==> config.mk <==
export PLATFORM = sky130hd
export DESIGN_NAME = addr_seq_ctrl
export DESIGN_NICKNAME = d
export VERILOG_FILES = /design/src/rtl/addr_seq_ctrl.sv
export SDC_FILE = /design/constraint.sdc
export NUM_CORES = 1
export LEC_CHECK = 0
export BUFFER_PORTS_ARGS = -buffer_cell sky130_fd_sc_hd__buf_4
export CAP_MARGIN = 40
export CORE_ASPECT_RATIO = 1.1
export CORE_UTILIZATION = 43
export CTS_CLUSTER_DIAMETER = 200
export DETAILED_ROUTE_END_ITERATION = 10
export PLACE_DENSITY = 0.66
export SLEW_MARGIN = 40
export SYNTH_ARGS = -nofsm -noshare
export SYNTH_HDL_FRONTEND = slang
export SYNTH_SLANG_ARGS = --single-unit
==> constraint.sdc <==
create_clock -name clk -period 2.3 [get_ports clk]
set_input_delay 0.115 -clock clk [delete_from_list [all_inputs] [get_ports clk]]
set_output_delay 0.115 -clock clk [all_outputs]
set_load 0.1 [all_outputs]
==> src/rtl/addr_seq_ctrl.sv <==
// Playback address sequencer: walks Addr through a latched window [first..last]
// on divider ticks or single steps, with run/pause/done control from front-panel pulses.
module addr_seq_ctrl #(
   parameter int AW = 4
) (
   input  logic          clk,
   input  logic          reset,
   input  logic          tick,
   input  logic          start,
   input  logic          stop,
   input  logic          step,
   input  logic          loop_en,
   input  logic          dir,
   input  logic [AW-1:0] lo_addr,
   input  logic [AW-1:0] hi_addr,
   output logic [AW-1:0] Addr,
   output logic [1:0]    state,
   output logic          busy,
   output logic          done
);

   typedef enum logic [1:0] {
      IDLE  = 2'b00,
      RUN   = 2'b01,
      PAUSE = 2'b10,
      DONE  = 2'b11
   } state_t;

   localparam logic [AW-1:0] ONE = {{(AW-1){1'b0}}, 1'b1};

   state_t        state_r, state_s;
   logic [AW-1:0] addr_r, addr_s;
   logic [AW-1:0] first_r, first_s;
   logic [AW-1:0] last_r, last_s;
   logic          dir_r, dir_s;
   logic          done_r;

   state_t        adv_state_s;
   logic [AW-1:0] adv_addr_s;
   logic [AW-1:0] lat_first_s;
   logic [AW-1:0] lat_last_s;

   // One advance event: step the address, or apply the end-of-window rule
   always_comb begin
      adv_state_s = state_r;
      adv_addr_s  = addr_r;
      if (addr_r == last_r) begin
         if (loop_en) begin
            adv_addr_s = first_r;
         end else begin
            adv_state_s = DONE;
         end
      end else if (dir_r) begin
         adv_addr_s = addr_r - ONE;
      end else begin
         adv_addr_s = addr_r + ONE;
      end
   end

   // Window endpoints as they would be captured by a fresh start
   always_comb begin
      if (dir) begin
         lat_first_s = hi_addr;
         lat_last_s  = lo_addr;
      end else begin
         lat_first_s = lo_addr;
         lat_last_s  = hi_addr;
      end
   end

   // Next-state decode; stop outranks start, start outranks step, step outranks tick
   always_comb begin
      state_s = state_r;
      addr_s  = addr_r;
      first_s = first_r;
      last_s  = last_r;
      dir_s   = dir_r;
      case (state_r)
         IDLE: begin
            if (start || step) begin
               first_s = lat_first_s;
               last_s  = lat_last_s;
               dir_s   = dir;
               addr_s  = lat_first_s;
               state_s = start ? RUN : PAUSE;
            end else begin
               state_s = IDLE;
            end
         end
         RUN: begin
            if (stop) begin
               state_s = PAUSE;
            end else if (tick) begin
               state_s = adv_state_s;
               addr_s  = adv_addr_s;
            end else begin
               state_s = RUN;
            end
         end
         PAUSE: begin
            if (stop) begin
               state_s = IDLE;
            end else if (start) begin
               state_s = RUN;
            end else if (step) begin
               state_s = adv_state_s;
               addr_s  = adv_addr_s;
            end else begin
               state_s = PAUSE;
            end
         end
         DONE: begin
            if (stop) begin
               state_s = IDLE;
            end else if (start) begin
               first_s = lat_first_s;
               last_s  = lat_last_s;
               dir_s   = dir;
               addr_s  = lat_first_s;
               state_s = RUN;
            end else begin
               state_s = DONE;
            end
         end
         default: begin
            state_s = IDLE;
         end
      endcase
   end

   // State, address and latch registers; done marks only the first DONE cycle
   always_ff @(posedge clk) begin
      if (reset) begin
         state_r <= IDLE;
         addr_r  <= {AW{1'b0}};
         first_r <= {AW{1'b0}};
         last_r  <= {AW{1'b0}};
         dir_r   <= 1'b0;
         done_r  <= 1'b0;
      end else begin
         state_r <= state_s;
         addr_r  <= addr_s;
         first_r <= first_s;
         last_r  <= last_s;
         dir_r   <= dir_s;
         done_r  <= (state_s == DONE) && (state_r != DONE);
      end
   end

   assign Addr  = addr_r;
   assign state = state_r;
   assign busy  = (state_r == RUN);
   assign done  = done_r;

endmodule

After elaboration in Yosys (flattened, before gate mapping) --
Index checks and enable logic that the tools add are counted. Widths: inputs -> output; s select.
Cells by class: add/subtract/negate cells 2, equal/unequal tests 14, muxes and demuxes 35, reductions and logical operators 6
Operators by type and width (number):
- $mux 4 | 16
- $mux 2 | 11
- $ne 2x2->1 const B | 9
- $pmux 4 s2 | 2
- $pmux 4 s4 | 1
- $pmux 2 s4 | 1
- $reduce_and 8->1 | 1
- $eq 2x2->1 const B | 3
- $add 4x1->4 const B | 1
- $eq 4x4->1 | 1
- $reduce_and 4->1 | 1
- $sub 4x1->4 const B | 1
- $mux 1 | 3
- $eq 2x1->1 const B | 1
- $logic_not 2->1 | 1
- $pmux 1 s2 | 1
- $reduce_bool 2->1 | 1
- $logic_and 1x1->1 | 1
- $logic_or 1x1->1 | 1
Storage, ports and cells: bits in registers 16, input port bits 16, output and inout bits 8, logic and storage cells 63

Depth between registers and ports, before layout --
Gate-level depths: netlist (run 1).
depth after elaboration 8, depth in mapped cells 8, gate-level depth less buffers 7

Least setup slack after synthesis (run 1) --
OpenSTA, ideal clock, no wires.
path type reg2reg, from register state_r[1] (netlist: state[1]), to register addr_r[2] (netlist: Addr[2]), library setup time 0.116 ns, arrival 2.826 ns, data required time 2.184 ns, setup slack -0.642 ns, stages on the path, launching flop included 7, buffers on the path 0, period minus slack after synthesis 2.942 ns, path through dfxtp_1 -> inv_1 -> ha_1 -> a22o_1 -> a311oi_2 -> nor3b_1 -> a31o_2
Between the ends: longest elaborated chain between the ends 3, elaborated cells on any way between the ends 14, those cells by class eq/ne: 11; mux: 1; reduce/logical: 2
RTL lines:
- start: declaration | line 31 | state_t state_r, state_s;
- start signal: assignment | line 141 | state_r <= state_s;
- $eq 2x1->1 (*)
- named net busy | line 18 | output logic busy,
- $ne 2x2->1 (no line)
- $reduce_and 8->1 (no line)
- end signal: assignment | line 135 | addr_r <= {AW{1'b0}};
- end signal: assignment | line 142 | addr_r <= addr_s;
- end: declaration | line 32 | logic [AW-1:0] addr_r, addr_s;
Mark *: on every way through the listed nets, which the timed path passes. The rest lies on a longest branch. A chain may end at the register's enable or synchronous reset.

Worst setup path after layout (run 1) --
from register addr_r[1] (netlist: Addr[1]), to register done_r (netlist: done)
Between the ends: longest elaborated chain between the ends 8, elaborated cells on any way between the ends 10, those cells by class eq/ne: 2; mux: 7; reduce/logical: 1
RTL lines:
- $eq 4x4->1 (*) | line 47 | if (addr_r == last_r) begin
- $mux 2 (*) | line 47
- $mux 2 | line 105 | end else if (step) begin
- $mux 2 | line 103 | end else if (start) begin
- $mux 2 | line 101 | if (stop) begin
- $pmux 2 s4 (*) | line 78 | case (state_r)
- $eq 2x2->1 (*) | line 146 | done_r <= (state_s == DONE) && (state_r != DONE);
- $logic_and 1x1->1 (*) | line 146
- end signal: assignment | line 146
- end: declaration | line 36 | logic done_r;
Mark *: on every way between the ends. The rest lies on a longest branch, timed or not.

==> impl_metrics.csv, run 1 <==
group,metric,value,unit
run_status,status,"finished, final reports clean",
power_and_ir_drop,ir_drop,0.555,mV
logic_synthesis,synthTopCellsByCount,"16 x dfxtp_1, 13 x nor2_1, 10 x inv_1, 10 x mux2i_1",
layout,drive_gt1_share,29.9,%
grt,globalRouteTotalUtil,19.6,%
placed_design,hpwl,1800,um
logic_synthesis,netlist_area,1060,um2
grt,use_met1,21.4,%
timing,skew,0.00246,ns
floorplan,fp-row-count,18,
logic_synthesis,yosys_warnings,0,
logic_synthesis,ys_async_sr_fraction,0,%
hold_path,hold_start,"reset",
timing,rsz0062_at_grt,"false",
grt,grtUsageMet3,3.39,%
run,max-cap-violations,0,
critical_path,crit_type,"reg -> reg",
drt,wire_per_inst,12.9,um
logic_synthesis,synth.avg_cell_area,8.71,um2
placed_design,place_congestion,0.823,
clocking,hold_buffers,0,
critical_path,cp_max_fo,7,
logic_synthesis,ys_ff_latch,16,
logic_synthesis,yosys_most_used_dff,"dfxtp_1",
clocking,cts_buffer_depth,2,
timing,hold_viol,0,
drt,dr.pass1.iters,4,
drt,drt_iter0_drc,6,
clocking,postCtsSetupBuffers,0,
grt,grt_pass1_vias,923,
critical_path,critPathArrivalTime,2.24,ns
timing,maxSlewViolCount,0,
grt,use_met2,37.7,%
logic_synthesis,synth_top_area_share,30.2,%
clocking,cts.repair.resized,0,
floorplan,initial_core_util,46.2,%
critical_path,crit_path_start_kind,"flop",
critical_path,worstPathRequired,2.51,ns
timing,setup_viol,0,
clocking,path_clk_slew,0.09,ns
clocking,htreeDepth,1,
drt,drt.antenna.violating_nets,0,
floorplan,die_area,2670,um2
power_and_ir_drop,cellLeakagePower,0.601,nW
critical_path,startpoint,"Addr[1]$_SDFFE_PP0P_",
floorplan,io_pins,24,
timing,relSlewSlack,57.2,%
layout,area_delta_synth_final,23.8,%
layout,final_core_util,57.2,%
hold_path,min_path_type,"in -> reg",
drt,vias,973,
timing,max_freq,493,MHz
timing,setup_tns,0,ns
logic_synthesis,synth.largest_area_cell,"dfxtp_1",
drt,drt_wl_total,2280,um
drt,via_per_inst,5.50,
floorplan,core,2300,um2
timing,fin_crit_sh,88.3,%
power_and_ir_drop,power_density,918,nW/um2
timing,fin_crit,2.03,ns
logic_synthesis,synthMostInstantiatedCell,"dfxtp_1",
clocking,cts-buffers-inserted,3,
clocking,cts_sinks,16,
logic_synthesis,yosys.cell_types.count,38,
clocking,clockRootBuffer,"clkbuf_4",
critical_path,cp-end-kind,"flop",
logic_synthesis,seq_area_frac_synth,30.2,%
logic_synthesis,synth_area_leaders,"dfxtp_1 30%, mux2i_1 9.4%, ha_1 7.1%, a211oi_1 5.7%, xor2_1 4.9%",
placed_design,portBuffers,23,
timing,worstMarginPinSlew,0.641,ns
grt,grt_pass1_wl,3930,um
floorplan,die_y,54.1,um
grt,grt_max_degree,18,
layout,antenna_cells,0,
clocking,cts_tree,"yes",
critical_path,worstReg2RegStart,"Addr[1]$_SDFFE_PP0P_",
grt,gr-total-overflow,0,
drt,drc,0,
floorplan,die_x,49.4,um
grt,grt.busiest_layer,"met2",
grt,grt_antenna_before_repair,0,
logic_synthesis,syn-num-nets,145,
logic_synthesis,synth_edf_count,0,
clocking,clk_latency,0.28,ns
logic_synthesis,synthCells,122,
layout,fin_nets,171,
-- layout make-up --
cell class,count,area (um2)
flip-flops and latches,16,333
multi-input cells,92,693
inverters,10,37.5
well taps,30,37.5
clock buffers,4,26.3
repair buffers,25,188
fillers,231,982
-- placed cells by master, fill, tap and decap left out, types with 2 or more instances in the layout --
cell       n
dfxtp_4    2
o211ai_1   4
nor2_1    12
or2_2      2
a31oi_1    2
a211oi_1   8
o21ai_0    3
dfxtp_2    4
dfxtp_1   10
nand2b_1   3
buf_4     25
xor2_1     6
inv_1     10
nand2_1    8
a21oi_1    4
ha_1       5
clkbuf_4   3
nor3b_1    2
mux2i_1   10
-- final timing paths --
path / endpoint / slack [ns] / cells after the start
max reg2reg: done$_SDFF_PP0_ / 0.27 / 5
min: state[0]$_SDFF_PP0_ / 0.12 / 2
max: done$_SDFF_PP0_ / 0.27 / 5
min reg2reg: first_r[3]$_SDFFE_PP0P_ / 0.50 / 2
-- worst max-delay path, cell delays in order (launching register included) --
cell	delay, ns
dfxtp_2	0.36
xor2_1	0.15
or4_1	0.67
a211o_1	0.29
a221oi_2	0.28
nor3b_2	0.21
-- metrics by stage --
step | instances | hold WS (ns) | setup slack (ns) | instance area [um2] | power (mW)
4_1_cts | 177 | 0.110 | 0.243 | 1320 | 1.22
5_1_grt | 177 | 0.106 | 0.175 | 1320 | 1.30
3_5_place_dp | 173 | 0.412 | 0.273 | 1290 | 1.07
2_1_floorplan | 122 | 0.175 | 0.106 | 1080 | 0.910
3_3_place_gp | 173 | 0.418 | 0.187 | 1290 | 1.06
6_report | 177 | 0.122 | 0.270 | 1320 | 1.21
-- per-layer routing --
layer  share of wire (%)  wire length (um)
met2                  51              1160
met4                0.75                17
met1                  45              1020
met3                 3.7                84
met5                   0                 0
-- where the power goes --
part	switching (mW)	internal [mW]	total [mW]
combinational	0.435	0.226	0.661
clock	0.0829	0.0672	0.150
sequential	0.0582	0.339	0.397
-- state kept, by name, summed over array words and instances (netlist names) --
signal and flops:
last_r 4, dir_r 1, done 1, Addr 4, state 2, first_r 4
-- cell families (layout without fill, tap and decap cells) --
logic type,count (synthesis),after routing,share of synthesized area [%]
AOI/OAI and AO/OA,34,34,24.5
xor gates and xnor gates,7,7,5.77
adders and majority gates,7,7,8.95
buffers and inverters,14,39,5.06
DFF,16,16,30.2
muxes,10,10,9.42
and+or+nand+nor,34,34,16.1
Note: power is estimated with default switching activity, not from simulation.
==> run 2: changes to the inputs <==
REMOVE_ABC_BUFFERS = 1   (was default)
==> run 2 against run 1 <==
Critical path depth is the same. Clock skew grew 0.00057 ns. Via count grew 3.0%. Critical path type unchanged. Core utilization grew 0.11 points. Total power grew 3.6%. Highest routed layer unchanged. Sequential power shrank 2%. Design area grew 0.19%. Combinational power grew 2%.
==> impl_metrics.csv, run 2 (synthesized netlist as in run 1, its figures left out) <==
group,metric,value,unit
timing,setup_viol,0,
hold_path,min_path_type,"in -> reg",
clocking,postCtsSetupBuffers,0,
clocking,clockRootBuffer,"clkbuf_4",
layout,drive_gt1_share,26.4,%
layout,instances_no_fill,178,
clocking,cts_tree,"yes",
layout,layout_commonest_cell,"buf_4",
power_and_ir_drop,power_density,950,nW/um2
drt,dr.pass1.iters,4,
critical_path,crit_path_start_kind,"flop",
clocking,hold_buffers,0,
floorplan,die_x,49.4,um
floorplan,io_pins,24,
critical_path,crit_chain,"xor2_1, or4_1, a211o_1, a221oi_2, nor3b_2",
timing,rsz0062_at_grt,"false",
critical_path,path_buf_inv,0,
run_status,status,"finished, final reports clean",
critical_path,cp_max_fo,7,
drt,drt_wl_total,2440,um
clocking,cts_buffer_depth,2,
floorplan,fp-row-count,18,
clocking,path_clk_slew,0.09,ns
drt,drt.antenna.violating_nets,0,
layout,final_core_util,57.4,%
placed_design,post-place-ws,0.165,ns
timing,fin_ws,0.151,ns
floorplan,initial_core_util,46.2,%
timing,skew,0.00304,ns
hold_path,hold_depth,2,
drt,wire_per_inst,13.7,um
timing,maxSlewViolCount,0,
floorplan,die_y,54.1,um
timing,hold_viol,0,
critical_path,crit_type,"reg -> reg",
timing,worstMarginPinSlew,0.692,ns
critical_path,crit_cells,5,
critical_path,path_delay_family,"simple AND/OR/NAND/NOR gates",
placed_design,place_congestion,0.802,
drt,vias,1002,
timing,fin_crit,2.15,ns
clocking,cts-buffers-inserted,3,
layout,antenna_cells,0,
clocking,cts_sinks,16,
grt,gr-total-overflow,0,
clocking,clk_latency,0.29,ns
floorplan,core,2300,um2
grt,grt_pass1_wl,4060,um
layout,fin_nets,172,
timing,hold_slack,0.122,ns
timing,max_freq,465,MHz
timing,fin_crit_sh,93.4,%
grt,globalRouteTotalUtil,20.5,%
layout,nFillCells,226,
floorplan,die_area,2670,um2
run,max-cap-violations,0,
timing,relSlewSlack,53.8,%
clocking,cts.repair.resized,0,
grt,grt_pass1_vias,967,
power_and_ir_drop,cellLeakagePower,0.611,nW
placed_design,hpwl,1840,um
layout,area_delta_synth_final,24.0,%
critical_path,critPathArrivalTime,2.37,ns
drt,drt_iter0_drc,15,
timing,setup_tns,0,ns
placed_design,dp_cells,174,
layout,final_cell_mix,"26 x buf_4, 16 x dfxtp_1, 12 x nor2_1",
critical_path,cpMaxStageDelayCell,"or4_1",
critical_path,slowest_delay,0.67,ns
power_and_ir_drop,ir_drop,0.639,mV
critical_path,worstPathRequired,2.53,ns
grt,grt_max_degree,18,
drt,via_per_inst,5.63,
placed_design,portBuffers,23,
grt,grt_antenna_before_repair,0,
clocking,htreeDepth,1,
critical_path,r2r_cells,5,
critical_path,cp-end-kind,"flop",
drt,drc,0,
-- run 2: where the power goes --
part | total, mW | switching (mW) | internal [mW]
clock network | 0.187 | 0.0908 | 0.0966
registers | 0.388 | 0.0551 | 0.333
logic | 0.677 | 0.448 | 0.228
-- run 2: metal layers --
layer | share of wire (%) | vias up | global-route usage (%)
li1 | - | 494 | -
met1 | 43 | 467 | 19.9
met2 | 50 | 32 | 39.5
met3 | 4.1 | 9 | 4.24
met4 | 2.7 | 0 | 14.8
met5 | 0 | - | 0
-- run 2: final timing paths --
| kind | slack (ns) | end | from |
|---|---|---|---|
| hold reg to reg | 0.51 | first_r[0]$_SDFFE_PP0P_ | first_r[0]$_SDFFE_PP0P_ |
| setup reg to reg | 0.15 | done$_SDFF_PP0_ | Addr[0]$_SDFFE_PP0P_ |
| setup / recovery | 0.15 | done$_SDFF_PP0_ | Addr[0]$_SDFFE_PP0P_ |
| hold / removal | 0.12 | state[0]$_SDFF_PP0_ | reset |
-- run 2: per-stage QoR --
step / area [um2] / power, mW
2_1_floorplan: 1050 / 0.889
3_3_place_gp: 1280 / 1.06
3_5_place_dp: 1280 / 1.07
4_1_cts: 1320 / 1.26
5_1_grt: 1320 / 1.33
6_report: 1320 / 1.25
-- run 2: worst register-to-register path, stage by stage (launching register included) --
cell and delay, ns:
dfxtp_1 0.48, xor2_1 0.12, or4_1 0.67, a211o_1 0.29
a221oi_2 0.30, nor3b_2 0.22
-- run 2: layout make-up --
| class | count | area [um2] | area share (%) |
|---|---|---|---|
| clock buffers | 4 | 36.3 | 2.75 |
| repair buffers | 26 | 195 | 14.8 |
| inverters | 10 | 37.5 | 2.85 |
| well taps | 30 | 37.5 | 2.85 |
| flip-flops and latches | 16 | 320 | 24.3 |
| multi-input cells | 92 | 691 | 52.4 |
